--- config.mk ---
export PLATFORM = sky130hd
export DESIGN_NAME = robot_motion_ctrl
export DESIGN_NICKNAME = d
export VERILOG_FILES = /design/src/rtl/robot_motion_ctrl.sv
export SDC_FILE = /design/constraint.sdc
export NUM_CORES = 1
export LEC_CHECK = 0
export ABC_AREA = 1
export CORE_MARGIN = 2
export CORE_UTILIZATION = 45
export CTS_CLUSTER_SIZE = 14
export DETAILED_ROUTE_END_ITERATION = 7
export PLACE_DENSITY = 0.76
export SYNTH_ARGS = -nofsm -noshare
export SYNTH_HDL_FRONTEND = slang
export SYNTH_SLANG_ARGS = --single-unit
--- constraint.sdc ---
create_clock -name clk -period 2.6 [get_ports clk]
set_input_delay 0.52 -clock clk [delete_from_list [all_inputs] [get_ports clk]]
set_output_delay 0.52 -clock clk [all_outputs]
set_load 0.03 [all_outputs]
--- src/rtl/robot_motion_ctrl.sv ---
// ==========================================================================
// robot_motion_ctrl : runs front/rotate commands as timed motor actions and
//                     keeps the dead-reckoned grid pose.      Rev 1.0
// ==========================================================================
`timescale 1ns/1ps
`default_nettype none

module robot_motion_ctrl #(
  parameter int POS_W       = 8,
  parameter int MOVE_CYCLES = 4,
  parameter int TURN_CYCLES = 2,
  parameter int CNT_W       = 16
) (
  input  logic             clk,
  input  logic             reset,
  input  logic             cmd_valid,
  input  logic             front,
  input  logic             rotate,
  output logic             cmd_ready,
  output logic             motor_fwd,
  output logic             motor_turn,
  output logic             busy,
  output logic             done,
  output logic [1:0]       heading,
  output logic [POS_W-1:0] pos_x,
  output logic [POS_W-1:0] pos_y,
  output logic [CNT_W-1:0] move_count
);

  localparam logic [1:0] S_IDLE = 2'd0;
  localparam logic [1:0] S_TURN = 2'd1;
  localparam logic [1:0] S_MOVE = 2'd2;

  localparam int MAX_CYC = (MOVE_CYCLES > TURN_CYCLES) ? MOVE_CYCLES : TURN_CYCLES;
  localparam int TMR_W   = (MAX_CYC > 1) ? $clog2(MAX_CYC) : 1;

  localparam logic [TMR_W-1:0] TURN_LOAD = TMR_W'(TURN_CYCLES - 1);
  localparam logic [TMR_W-1:0] MOVE_LOAD = TMR_W'(MOVE_CYCLES - 1);
  localparam logic [POS_W-1:0] POS_ONE   = POS_W'(1);
  localparam logic [CNT_W-1:0] CNT_ONE   = CNT_W'(1);

  logic [1:0]       r_state;
  logic [1:0]       w_state_nxt;
  logic [TMR_W-1:0] r_timer;
  logic [TMR_W-1:0] w_timer_nxt;
  logic             r_pending;
  logic             w_pending_nxt;
  logic [1:0]       r_heading;
  logic [1:0]       w_heading_nxt;
  logic [POS_W-1:0] r_pos_x;
  logic [POS_W-1:0] r_pos_y;
  logic [POS_W-1:0] w_pos_x_nxt;
  logic [POS_W-1:0] w_pos_y_nxt;
  logic [CNT_W-1:0] r_move_count;
  logic [CNT_W-1:0] w_move_count_nxt;

  logic r_cmd_ready;
  logic r_busy;
  logic r_motor_fwd;
  logic r_motor_turn;
  logic r_done;
  logic w_cmd_ready_nxt;
  logic w_busy_nxt;
  logic w_motor_fwd_nxt;
  logic w_motor_turn_nxt;
  logic w_done_nxt;

  logic w_accept;
  logic w_tmr_zero;
  logic w_turn_end;
  logic w_move_end;

  assign w_accept   = cmd_valid && (r_state == S_IDLE);
  assign w_tmr_zero = (r_timer == '0);
  assign w_turn_end = (r_state == S_TURN) && w_tmr_zero;
  assign w_move_end = (r_state == S_MOVE) && w_tmr_zero;

  // State register
  always_ff @(posedge clk) begin
    if (reset) begin
      r_state <= S_IDLE;
    end else begin
      r_state <= w_state_nxt;
    end
  end

  // Next-state logic
  always_comb begin
    w_state_nxt = r_state;
    case (r_state)
      S_IDLE: begin
        if (w_accept) begin
          if (rotate) begin
            w_state_nxt = S_TURN;
          end else if (front) begin
            w_state_nxt = S_MOVE;
          end
        end
      end
      S_TURN: begin
        if (w_tmr_zero) begin
          w_state_nxt = r_pending ? S_MOVE : S_IDLE;
        end
      end
      S_MOVE: begin
        if (w_tmr_zero) begin
          w_state_nxt = S_IDLE;
        end
      end
      default: w_state_nxt = S_IDLE;
    endcase
  end

  // Outputs are decoded from the next state so every port comes straight from a flop
  always_comb begin
    w_cmd_ready_nxt  = (w_state_nxt == S_IDLE);
    w_busy_nxt       = (w_state_nxt != S_IDLE);
    w_motor_fwd_nxt  = (w_state_nxt == S_MOVE);
    w_motor_turn_nxt = (w_state_nxt == S_TURN);
    w_done_nxt       = (w_accept && !rotate && !front)
                     || (w_turn_end && !r_pending)
                     || w_move_end;
  end

  // Timer, pending flag and pose next values
  always_comb begin
    w_timer_nxt = r_timer;
    if ((w_state_nxt == S_TURN) && (r_state != S_TURN)) begin
      w_timer_nxt = TURN_LOAD;
    end else if ((w_state_nxt == S_MOVE) && (r_state != S_MOVE)) begin
      w_timer_nxt = MOVE_LOAD;
    end else if (!w_tmr_zero) begin
      w_timer_nxt = r_timer - 1'b1;
    end

    w_pending_nxt = r_pending;
    if (w_accept && rotate) begin
      w_pending_nxt = front;
    end else if (w_move_end) begin
      w_pending_nxt = 1'b0;
    end

    w_heading_nxt = r_heading + {1'b0, w_turn_end};

    w_pos_x_nxt      = r_pos_x;
    w_pos_y_nxt      = r_pos_y;
    w_move_count_nxt = r_move_count;
    if (w_move_end) begin
      case (r_heading)
        2'd0:    w_pos_y_nxt = r_pos_y + POS_ONE;
        2'd1:    w_pos_x_nxt = r_pos_x + POS_ONE;
        2'd2:    w_pos_y_nxt = r_pos_y - POS_ONE;
        default: w_pos_x_nxt = r_pos_x - POS_ONE;
      endcase
      if (r_move_count != '1) begin
        w_move_count_nxt = r_move_count + CNT_ONE;
      end
    end
  end

  always_ff @(posedge clk) begin
    if (reset) begin
      r_timer      <= '0;
      r_pending    <= 1'b0;
      r_heading    <= 2'd0;
      r_pos_x      <= '0;
      r_pos_y      <= '0;
      r_move_count <= '0;
      r_cmd_ready  <= 1'b1;
      r_busy       <= 1'b0;
      r_motor_fwd  <= 1'b0;
      r_motor_turn <= 1'b0;
      r_done       <= 1'b0;
    end else begin
      r_timer      <= w_timer_nxt;
      r_pending    <= w_pending_nxt;
      r_heading    <= w_heading_nxt;
      r_pos_x      <= w_pos_x_nxt;
      r_pos_y      <= w_pos_y_nxt;
      r_move_count <= w_move_count_nxt;
      r_cmd_ready  <= w_cmd_ready_nxt;
      r_busy       <= w_busy_nxt;
      r_motor_fwd  <= w_motor_fwd_nxt;
      r_motor_turn <= w_motor_turn_nxt;
      r_done       <= w_done_nxt;
    end
  end

  assign cmd_ready  = r_cmd_ready;
  assign busy       = r_busy;
  assign motor_fwd  = r_motor_fwd;
  assign motor_turn = r_motor_turn;
  assign done       = r_done;
  assign heading    = r_heading;
  assign pos_x      = r_pos_x;
  assign pos_y      = r_pos_y;
  assign move_count = r_move_count;

endmodule

`default_nettype wire

==> metrics.txt <==
status finished, final reports clean; fin nets 473; area of the multi-input gates 1610 µm²; post-DP HPWL 4.31 mm; sequential power share 0.459; min-delay worst type reg -> reg; Die X 83.0 µm; IO buf count 43; CTS HTree Levels 2; vias in the first global route 2503; Hold Fails Final Rpt 0; maximum VDD drop 0.273 mV; clock sinks 44; Distinct cells, synth 34; Post-Syn Instances 407; setup TNS 0 ns; largest family of logic cells by synthesized area simple AND/OR/NAND/NOR gates; Adder-Cell Fraction of Synth Area 0.0856; chip height 83.0 µm; DRC Markers 0; Least-Margin Pin Slew 0.592 ns; CTS buffer count 5; Synth async-reset ratio 0; row count 28; Starting Density 0.471; gpl congestion 0.847; GR Overflow Total 0; Post-synth top cells 107 x nand2_1, 58 x inv_1, 44 x dfxtp_1; xor/xnor cell area share of the yosys netlist 0.0468; placed cell count 518; Gate power share 0.259; CP max-delay cell clkdlybuf4s50_1; ant diodes 0; FF-to-FF Start heading[0]; post-CTS setup buffers 0; clk_lat worst skew 0.30 ns; Pwr per Cell Area 489 nW/µm²; Compound-Gate Fraction of Synth Area 0.109; Syn Std Cell Area 2810 µm²; Reg clk slew, reported paths 0.08 ns; worst rel slew slack 0.605; # IOs 44; r2r endpoint pos_y[6]; Via Count 2580; first-pass GRT wire length 10.5 mm; core outline area 5960 µm²; Routed Antenna Nets 0; mux contribution to synthesized area 0; Post-Synth Simple-Gate Area 0.331; cell taking the most area after synthesis dfxtp_1; worst r2r path cells 10; vias per inst 4.90; number of flops mapped to enable cells by yosys 0; share of layout cells above drive strength 1 0.109; Crit Path Category reg -> out; gr usage total 0.179; FF-to-FF setup slack 0.61 ns; critical path fanouts, max 7; Final Cell Area 3360 µm²; WP data required 2.08 ns; top-count cell post-synth nand2_1; antenna violations before repair 0; WP data arrival 1.58 ns; Setup-failing EPs final 0; Seq/Total Area, Yosys 0.314; yosys warns 0; worst setup path endpoint move_count[0]; period utilization 0.808; syn avg cell area 6.89 µm²; Post-Layout Cell Count 526; DR pass1 iterations 4; critical path capture point type primary output; Crit. Startpoint move_count[0]; share of the synthesized area in the top cell type 0.314; P_sw 548 µW; cell internal pwr 1.09 mW; Worst Skew 0.00503 ns; RSZ-0062 raised after global routing false; die area 6880 µm²; wire per inst 11.3 µm; starting DRC count in detailed routing 86; CTS resizes 0; CP Launch Type register; critical-path cell list clkdlybuf4s50_1; Final min period 2.10 ns; Slew Limit Fails 0; Synth Register Bits 44; Clock Power Share 0.282; largest net degree at the start of global routing 28; Max-Cap Viols 0; biggest cell delay along the critical path 0.74 ns; CTS tree built; area growth from synthesis to layout 19.7%; placed cell area 3260 µm²; switch share 0.334; top cells by area, synth dfxtp_1 31%, nand2_1 14%, inv_1 7.8%, ha_1 7.1%, nand3_1 5.5%; total wire length 5.93 mm; number of fill cells 591; Top delay family on crit path buffers and inverters; Longest Clk Path Bufs 2; fmax 476 MHz; Synth Flop Type dfxtp_1; final core utilization 0.564; FF+latch area 881 µm²; Worst path depth 1; Leak 1.48 nW; syn_nets 430; hold buffer count at CTS 0; critical path buffer and inverter count 1; CTS root buffer clkbuf_8
## state kept, by name, indices dropped and copies added, names as in the netlist
name and flops:
move_count 16, pos_x 8, pos_y 8, heading 2
r_state 2, r_timer 2, busy 1, cmd_ready 1
done 1, motor_fwd 1, motor_turn 1, r_pending 1
## power by group through the flow
stage	sequential, mW	clock [mW]	combinational (mW)
floorplan	0.815	0	0.273
global placement	0.768	0	0.416
detailed placement	0.770	0	0.425
CTS	0.755	0.484	0.427
global route	0.760	0.502	0.482
finish	0.754	0.462	0.425
## cells in the final DEF, fill, tap and decap left out, types with 6 or more instances in the layout
cell               n
nand2_2           11
dfxtp_1           44
clkdlybuf4s50_1   43
xnor2_1           10
o21ai_0            9
nor2_1            33
clkbuf_8           6
nand3_1           31
a21oi_1           23
a21oi_2           10
inv_1             58
ha_1              16
nand2_1          107
## how the worst min path moves through the flow
| stage | startpoint | to | depth (start not counted) | slack [ns] |
|---|---|---|---|---|
| global placement | pos_y[0] | pos_y[0] | 1 | 0.48 |
| global route | r_pending | r_pending | 2 | 0.52 |
| CTS | r_pending | r_pending | 2 | 0.49 |
| floorplan | r_pending | r_pending | 2 | 0.44 |
| finish | r_pending | r_pending | 2 | 0.49 |
| detailed placement | r_pending | r_pending | 2 | 0.48 |
## layout make-up
class,instances,share of cell area
multi-input cells,290,0.478
inverters,65,0.0734
flip-flops and latches,44,0.262
repair buffers,44,0.130
clock buffers,6,0.0246
clock inverters,2,0.00298
well taps,75,0.0280
## per-stage QoR
step                      setup WS [ns]  hold WS (ns)  power (mW)
after floorplan                   0.602         0.444        1.09
after global placement            0.717         0.481        1.18
after detailed placement          0.630         0.481        1.19
after CTS                         0.490         0.494        1.67
after global routing              0.410         0.520        1.74
final                             0.499         0.494        1.64
## cell families (layout without fill, tap and decap cells)
kind of cell | count (synthesis) | in the layout
simple gates | 206 | 206
xor+xnor | 15 | 15
compound gates | 51 | 51
buf+inv | 73 | 117
fa+ha+maj | 18 | 18
flops | 44 | 44
## layer usage
layer	up-vias	track usage	wire (µm)
met2	59	0.301	2790
met3	2	0.0427	239
met1	1157	0.227	2880
met4	0	0.0581	24
met5	-	0	0
li1	1362	-	-
Note: power is estimated with default switching activity, not from simulation.
